`src/rtl/hazard_tracker_pkg.sv`:
```
// Shared encodings for the D/E/M/W hazard unit: forward selects, Tuse/Tnew
// constants and the decoded D-stage class summary.
package hazard_tracker_pkg;

    typedef enum logic [1:0] {
        FWD_NONE = 2'd0,
        FWD_E    = 2'd1,
        FWD_M    = 2'd2,
        FWD_W    = 2'd3
    } fwd_sel_t;

    localparam logic [1:0] TUSE_NONE = 2'd3;
    localparam logic [1:0] TNEW_CALC = 2'd1;
    localparam logic [1:0] TNEW_LOAD = 2'd2;
    localparam logic [1:0] TNEW_JL   = 2'd0;

    localparam logic [4:0] REG_ZERO = 5'd0;
    localparam logic [4:0] REG_RA   = 5'd31;

    localparam int unsigned REG_W  = 5;
    localparam int unsigned TNEW_W = 2;

    typedef struct packed {
        logic [4:0] a3;
        logic [1:0] tnew;
        logic [1:0] tuse_rs;
        logic [1:0] tuse_rt;
    } d_class_t;

    function automatic logic [1:0] sat_dec(input logic [1:0] t);
        return (t == 2'd0) ? 2'd0 : t - 2'd1;
    endfunction

    // A producer can feed operand x only once its value exists (tnew == 0).
    function automatic logic src_hit(input logic [4:0] a3, input logic [4:0] x,
                                     input logic [1:0] tnew);
        return (a3 != REG_ZERO) && (a3 == x) && (tnew == 2'd0);
    endfunction

endpackage

```
`src/rtl/hazard_tracker_stage_rec.sv`:
```
// One pipeline record register: payload plus Tnew, with bubble insertion and
// optional saturating Tnew decrement on load.
module hazard_stage_rec
    import hazard_tracker_pkg::*;
#(
    parameter int unsigned PW  = 15,
    parameter bit          DEC = 1'b0
) (
    input  logic              clk,
    input  logic              reset_n,
    input  logic              bubble,
    input  logic [PW-1:0]     d_payload,
    input  logic [TNEW_W-1:0] d_tnew,
    output logic [PW-1:0]     q_payload,
    output logic [TNEW_W-1:0] q_tnew
);

    logic [TNEW_W-1:0] tnew_nxt;

    always_comb begin
        tnew_nxt = d_tnew;
        if (DEC) begin
            tnew_nxt = sat_dec(d_tnew);
        end
    end

    always_ff @(posedge clk or negedge reset_n) begin
        if (!reset_n) begin
            q_payload <= '0;
            q_tnew    <= '0;
        end else if (bubble) begin
            q_payload <= '0;
            q_tnew    <= '0;
        end else begin
            q_payload <= d_payload;
            q_tnew    <= tnew_nxt;
        end
    end

endmodule

```
`src/rtl/hazard_tracker.sv`:
```
// Five-stage MIPS hazard unit: tracks destination/Tnew through E, M, W and
// produces the D-stage stall plus D/E/M forwarding selects.
module hazard_tracker
    import hazard_tracker_pkg::*;
(
    input  logic       clk,
    input  logic       reset_n,
    input  logic       d_calc_r,
    input  logic       d_calc_i,
    input  logic       d_lui,
    input  logic       d_load,
    input  logic       d_store,
    input  logic       d_branch,
    input  logic       d_jr,
    input  logic       d_j_l,
    input  logic [4:0] d_rs,
    input  logic [4:0] d_rt,
    input  logic [4:0] d_rd,
    output logic       stall,
    output logic [1:0] fwd_d_rs,
    output logic [1:0] fwd_d_rt,
    output logic [1:0] fwd_e_rs,
    output logic [1:0] fwd_e_rt,
    output logic [1:0] fwd_m_rt
);

    d_class_t   dc;
    logic [4:0] e_rs, e_rt, e_a3;
    logic [1:0] e_tnew;
    logic [4:0] m_rt, m_a3;
    logic [1:0] m_tnew;
    logic [4:0] w_a3;

    always_comb begin
        dc.a3      = REG_ZERO;
        dc.tnew    = 2'd0;
        dc.tuse_rs = TUSE_NONE;
        dc.tuse_rt = TUSE_NONE;
        if (d_calc_r) begin
            dc.a3 = d_rd;  dc.tnew = TNEW_CALC;
            dc.tuse_rs = 2'd1; dc.tuse_rt = 2'd1;
        end else if (d_calc_i) begin
            dc.a3 = d_rt;  dc.tnew = TNEW_CALC;
            dc.tuse_rs = 2'd1;
        end else if (d_lui) begin
            dc.a3 = d_rt;  dc.tnew = TNEW_CALC;
        end else if (d_load) begin
            dc.a3 = d_rt;  dc.tnew = TNEW_LOAD;
            dc.tuse_rs = 2'd1;
        end else if (d_store) begin
            dc.tuse_rs = 2'd1; dc.tuse_rt = 2'd2;
        end else if (d_branch) begin
            dc.tuse_rs = 2'd0; dc.tuse_rt = 2'd0;
        end else if (d_jr) begin
            dc.tuse_rs = 2'd0;
        end else if (d_j_l) begin
            dc.a3 = REG_RA; dc.tnew = TNEW_JL;
        end
    end

    function automatic logic op_stall(input logic [4:0] x, input logic [1:0] tuse,
                                      input logic [4:0] ea3, input logic [1:0] etn,
                                      input logic [4:0] ma3, input logic [1:0] mtn);
        return (tuse != TUSE_NONE) && (x != REG_ZERO) &&
               (((ea3 == x) && (etn > tuse)) || ((ma3 == x) && (mtn > tuse)));
    endfunction

    always_comb begin
        stall = op_stall(d_rs, dc.tuse_rs, e_a3, e_tnew, m_a3, m_tnew) ||
                op_stall(d_rt, dc.tuse_rt, e_a3, e_tnew, m_a3, m_tnew);
    end

    // W never holds a pending result, so its tnew is always zero.
    function automatic fwd_sel_t fwd_d(input logic [4:0] x);
        if (src_hit(e_a3, x, e_tnew))      return FWD_E;
        else if (src_hit(m_a3, x, m_tnew)) return FWD_M;
        else if (src_hit(w_a3, x, 2'd0))   return FWD_W;
        else                               return FWD_NONE;
    endfunction

    function automatic fwd_sel_t fwd_e(input logic [4:0] x);
        if (src_hit(m_a3, x, m_tnew))      return FWD_M;
        else if (src_hit(w_a3, x, 2'd0))   return FWD_W;
        else                               return FWD_NONE;
    endfunction

    always_comb begin
        fwd_d_rs = fwd_d(d_rs);
        fwd_d_rt = fwd_d(d_rt);
        fwd_e_rs = fwd_e(e_rs);
        fwd_e_rt = fwd_e(e_rt);
        fwd_m_rt = src_hit(w_a3, m_rt, 2'd0) ? FWD_W : FWD_NONE;
    end

    hazard_stage_rec #(.PW(15), .DEC(1'b0)) u_rec_e (
        .clk       (clk),
        .reset_n   (reset_n),
        .bubble    (stall),
        .d_payload ({d_rs, d_rt, dc.a3}),
        .d_tnew    (dc.tnew),
        .q_payload ({e_rs, e_rt, e_a3}),
        .q_tnew    (e_tnew)
    );

    hazard_stage_rec #(.PW(10), .DEC(1'b1)) u_rec_m (
        .clk       (clk),
        .reset_n   (reset_n),
        .bubble    (1'b0),
        .d_payload ({e_rt, e_a3}),
        .d_tnew    (e_tnew),
        .q_payload ({m_rt, m_a3}),
        .q_tnew    (m_tnew)
    );

    always_ff @(posedge clk or negedge reset_n) begin
        if (!reset_n) begin
            w_a3 <= '0;
        end else begin
            w_a3 <= m_a3;
        end
    end

endmodule

```
`config.mk`:
```
export PLATFORM = sky130hd
export DESIGN_NAME = hazard_tracker
export DESIGN_NICKNAME = d
export VERILOG_FILES = /design/src/rtl/hazard_tracker_pkg.sv /design/src/rtl/hazard_tracker_stage_rec.sv /design/src/rtl/hazard_tracker.sv
export SDC_FILE = /design/constraint.sdc
export NUM_CORES = 1
export LEC_CHECK = 0
export CAP_MARGIN = 15
export CORE_ASPECT_RATIO = 1.75
export CORE_MARGIN = 4
export CORE_UTILIZATION = 54
export DETAILED_ROUTE_END_ITERATION = 10
export PLACE_DENSITY = 0.86
export SETUP_SLACK_MARGIN = 0.5
export SLEW_MARGIN = 25
export SYNTH_ARGS = -nofsm -noshare
export SYNTH_HDL_FRONTEND = slang
export SYNTH_SLANG_ARGS = --single-unit
```
`constraint.sdc`:
```
create_clock -name clk -period 5.2 [get_ports clk]
set_clock_uncertainty 0.2 [all_clocks]
set_input_delay 1.04 -clock clk [delete_from_list [all_inputs] [get_ports clk]]
set_output_delay 1.04 -clock clk [all_outputs]
set_load 0.05 [all_outputs]
```
After elaboration in Yosys (flattened, before gate mapping):

Index checks and enable logic that the tools add are counted.

* eq/ne operators: 13
* muxes and demuxes: 29
* reduce and logical (&&, ||, !) cells: 35
* add/sub/neg operators: 1
* order comparisons: 4

Operator list (count)
* $eq 5x5->1: 11
* $mux 2: 18
* $mux 7: 5
* $logic_and 1x1->1: 25
* $reduce_bool 5->1: 5
* $mux 9: 2
* $mux 15: 1
* $mux 11: 1
* $gt 2x2->1: 4
* $mux 4: 2
* $logic_not 2->1: 2
* $ne 2x2->1 const B: 2
* $logic_or 1x1->1: 3
* $sub 2x1->2 const B: 1

* input port bits: 25
* bits in registers: 34

Longest topological paths before layout:

* depth in word-level cells: 14
* mapped depth: 11
* gate-level depth less buffers: 8

Hierarchy:

From an unflattened synthesis, not the netlist that was laid out.

* cell total of the unflattened synthesis: 240
* area, all modules: 2307.2 um^2

By module, submodules not included
* hazard_tracker: instances 1, area an instance 1351.3 um^2, cells each 180
* hazard_stage_rec at u_rec_e: instances 1, area an instance 560.5 um^2, cells each 35
* hazard_stage_rec at u_rec_m: instances 1, area an instance 395.4 um^2, cells each 25

Least setup slack after synthesis:

Ideal clock, no wire load.

* kind: input port to output port
* from: in d_load
* to: out stall
* stages on the path: 10
* arrival: 3.281 ns
* setup slack: 0.679 ns
* cells stage by stage: or3_1 -> clkbuf_1 -> or4_1 -> ha_1 -> nand2_1 -> o21ai_0 -> nor3_1 -> o221a_1 -> buf_6 -> or2_2

* word-level cells in the longest chain between the ends: 9

Ends and longest elaborated chain
* start: declaration: RTL line hazard_tracker.sv:11 `input logic d_load,`
* $mux 9 / $mux 2 (equally long branches): RTL line hazard_tracker.sv:47 `end else if (d_load) begin`
* $mux 4 *: RTL line hazard_tracker.sv:45 `end else if (d_lui) begin`
* $mux 9 / $mux 2 (equally long branches): RTL line hazard_tracker.sv:42 `end else if (d_calc_i) begin`
* $mux 11 *: RTL line hazard_tracker.sv:39 `if (d_calc_r) begin`
* $gt 2x2->1: RTL line hazard_tracker.sv:65 `(((ea3 == x) && (etn > tuse)) || ((ma3 == x) && (mtn > tuse)));`
* $logic_and 1x1->1: RTL line hazard_tracker.sv:65
* $logic_or 1x1->1: RTL line hazard_tracker.sv:65
* $logic_and 1x1->1: RTL line hazard_tracker.sv:64 `return (tuse != TUSE_NONE) && (x != REG_ZERO) &&`
* $logic_or 1x1->1 *: RTL line hazard_tracker.sv:69 `stall = op_stall(d_rs, dc.tuse_rs, e_a3, e_tnew, m_a3, m_tnew) ||`
* end: declaration: RTL line hazard_tracker.sv:19 `output logic stall,`

Every way passes the cells marked *; elsewhere a longest branch is shown, timed or not.

Worst setup path in the final report:

Same ends and word-level chain as after synthesis.

==> run summary <==
status: complete, no violations
crit path buf inv count: 3
chip height: 94.8 um
ANT nets after route: 0
# diodes: 0
number of buffers created by CTS: 5
hold slack: 240 ps
Clk network pwr share: 0.372
global-route wire length before repair: 8480 um
vias in the first global route: 1878
H-tree level count: 2
Worst-Skew Late Latency: 280 ps
Layout Nets: 293
Rows: 31
Die Wd: 57.6 um
Initial DRT Pass Iterations: 4
DR vias: 1836
Post-synth EDFFs: 0
Synth area leader: dfrtp_1
vias per inst: 5.92
RSZ-0062 raised after global routing: no
critical path class: in -> out
register share of total power: 0.405
Congestion Overflow GR: 0
layout cell share with drive strength beyond 1: 0.130
setup TNS: 0 ps
effective utilization at floorplan: 0.560
CTS Root Cell: clkbuf_8
Worst Hold Class: reg -> reg
worst slew pin tran: 497 ps
internal power: 0.000559 W
share of Yosys cell area claimed by the top area cell type: 0.366
io pins: 36
Slew HR: 0.667
Total Routing Usage GR: 0.204
Cell Area, Synth: 2320 um2
Post-DP HPWL: 4080 um
CP max stage cell: or3_1
Mapped Nets: 267
flops & latches, synth: 34
Cells after Synth: 234
Fin. Hold Viols: 0
clk buf depth: 2
sequential cell area fraction in the yosys report: 0.366
critical path's most frequent cell: or3_1
Main synth FF type: dfrtp_1
Static Leakage: 1.15 nW
max-slew violation count: 0
CTS tree: built
largest net degree at the start of global routing: 35
critical path peak fanout: 7
Power Density: 279 nW/um2
Power Total: 0.000778 W
WP data required: 3960 ps
initial drt markers: 33
DRC Markers: 0
WL final: 5410 um
NetSw: 0.000219 W
core area: 4150 um2
crit end category: output port
part of the power in combinational logic: 0.223
CP Data Arrival Time: 3390 ps
worst vdd ir: 0.282 mV
GP Congestion: 0.907
Avg WL per Cell: 17.4 um
post-synth cell types: 38
Max Cap Violations: 0
CP delay by family, top: simple AND/OR/NAND/NOR gates
antenna violations before repair: 0
crit start category: input port
Worst-path clk slew: 70 ps
crit path time final: 4630 ps
# setup viols final: 0
switching share of total power: 0.282
clk sinks: 34
Final Cycle Share: 0.890
ys async rst share: 1.00
yosys warns: 0
post-CTS setup buffer count: 0
IO buf count: 35
Syn Area/Cell: 9.92 um2
Die ar.: 5450 um2
top cells by area, synth: dfrtp_1 (37%), xnor2_1 (12%), xor2_1 (7.9%)
Area Growth Syn to Fin: 19.9%
slowest stage delay, CP: 390 ps
FILL cells: 303
Max Freq: 216 MHz
worst path cell trace: dlygate4sd2_1 > or3_1 > buf_4 > or3_1 > ha_1 > nor2b_1 > a2bb2oi_1 > nand3_1 > a21oi_4 > or2_4 > buf_12
[final timing paths]
path,slack [ps],end,cells past startpoint,start
setup / recovery,570,stall,11,d_load
hold / removal,240,u_rec_m.q_payload[5]$_DFF_PN0_,0,u_rec_e.q_payload[5]$_DFF_PN0_
setup reg to reg,3030,u_rec_e.q_payload[6]$_DFF_PN0_,7,u_rec_e.q_tnew[1]$_DFF_PN0_
min in group asynchronous,960,u_rec_m.q_payload[9]$_DFF_PN0_,2,reset_n
hold reg to reg,240,u_rec_m.q_payload[5]$_DFF_PN0_,0,u_rec_e.q_payload[5]$_DFF_PN0_
max in group asynchronous,3530,u_rec_e.q_payload[10]$_DFF_PN0_,2,reset_n
[routing by layer]
| layer | up-vias | wire (um) | track usage |
|---|---|---|---|
| li1 | 852 | - | - |
| met1 | 889 | 1830 | 0.184 |
| met2 | 73 | 3070 | 0.415 |
| met3 | 22 | 257 | 0.0233 |
| met4 | 0 | 250 | 0.112 |
| met5 | - | 0 | 0 |
[cells in the final DEF (no fill, tap or decap), types with 3 or more instances in the layout]
cell	Yosys	layout
nor3b_2	4	4
nor2_1	11	11
nand4_1	6	6
nor3b_1	6	6
or3_1	4	4
clkdlybuf4s50_1	0	30
nand3_1	5	5
a21oi_1	13	13
clkbuf_8	0	5
o21ai_0	4	3
nor2b_1	4	4
or4_1	5	4
nand2_1	13	13
xnor2_1	31	31
xnor2_2	3	3
nor3_1	14	14
dfrtp_1	34	34
nor4_1	3	3
xor2_1	21	21
buf_4	1	5
nor3_2	6	6
dlygate4sd2_1	0	3
inv_1	4	4
ha_1	8	7
[cells by family (layout without fill, tap and decap cells)]
family	after synthesis	count (layout)	share of synthesized area
compound gates	28	28	0.0835
xor+xnor	55	55	0.217
fa+ha+maj	8	8	0.0431
buf+inv	25	52	0.0722
flops	34	34	0.366
simple gates	84	84	0.218
[metrics by stage]
step | worst slack [ps] | util | cell area (um2) | std cells
6_report | 573 | 0.671 | 2780 | 310
5_1_grt | 499 | 0.671 | 2780 | 310
4_1_cts | 516 | 0.667 | 2770 | 310
3_5_place_dp | 295 | 0.633 | 2630 | 302
3_3_place_gp | 351 | 0.633 | 2630 | 302
2_1_floorplan | 679 | - | 2320 | 234
[worst reg2reg max path, delay by kind of cell, from the launching register on]
kind | cells | cell delay [ps]
and+or+nand+nor | 3 | 470
DFF | 1 | 430
AOI/OAI and AO/OA | 2 | 420
adders and majority gates | 1 | 320
buffers and inverters | 1 | 230
[timing repair]
| action | in CTS | in global routing |
|---|---|---|
| endpoints found under the setup margin | 1 | 2 |
| resized for setup | 5 | 3 |
| pin swaps | 3 | 7 |
| hold buffers | 0 | 0 |
[power by group through the flow]
stage	Sequential (W)	Clock (W)	Combinational, W
after floorplan	0.000300	0	0.000136
after global placement	0.000319	0	0.000167
after detailed placement	0.000320	0	0.000172
after CTS	0.000315	0.000294	0.000173
after global routing	0.000318	0.000306	0.000186
final	0.000315	0.000289	0.000173
[Yosys cell counts, types with 2 or more instances]
master    count
a21oi_1      13
buf_12        2
buf_2         6
buf_6         4
clkbuf_1      8
dfrtp_1      34
ha_1          8
inv_1         4
nand2_1      13
nand3_1       5
nand4_1       6
nor2_1       11
nor2b_1       4
nor3_1       14
nor3_2        6
nor3b_1       6
nor3b_2       4
nor4_1        3
o21ai_0       4
o21bai_1      2
or3_1         4
or4_1         5
xnor2_1      31
xnor2_2       3
xor2_1       21
[cell type report]
class | count | area [um2] | share of cell area
clock inverter | 3 | 68.8 | 0.0247
clock buffer | 5 | 68.8 | 0.0247
tap | 49 | 61.3 | 0.0220
sequential | 34 | 851 | 0.306
timing repair buffer | 40 | 397 | 0.142
inverter | 4 | 15.0 | 0.00539
multi-input combinational | 175 | 1320 | 0.475
[registers in the layout, indices dropped and copies added (netlist names)]
register and count:
u_rec_e.q_tnew 2, u_rec_m.q_payload 10, u_rec_m.q_tnew 2, u_rec_e.q_payload 15
w_a3 5
No activity file was read; power rests on OpenSTA's default activity.
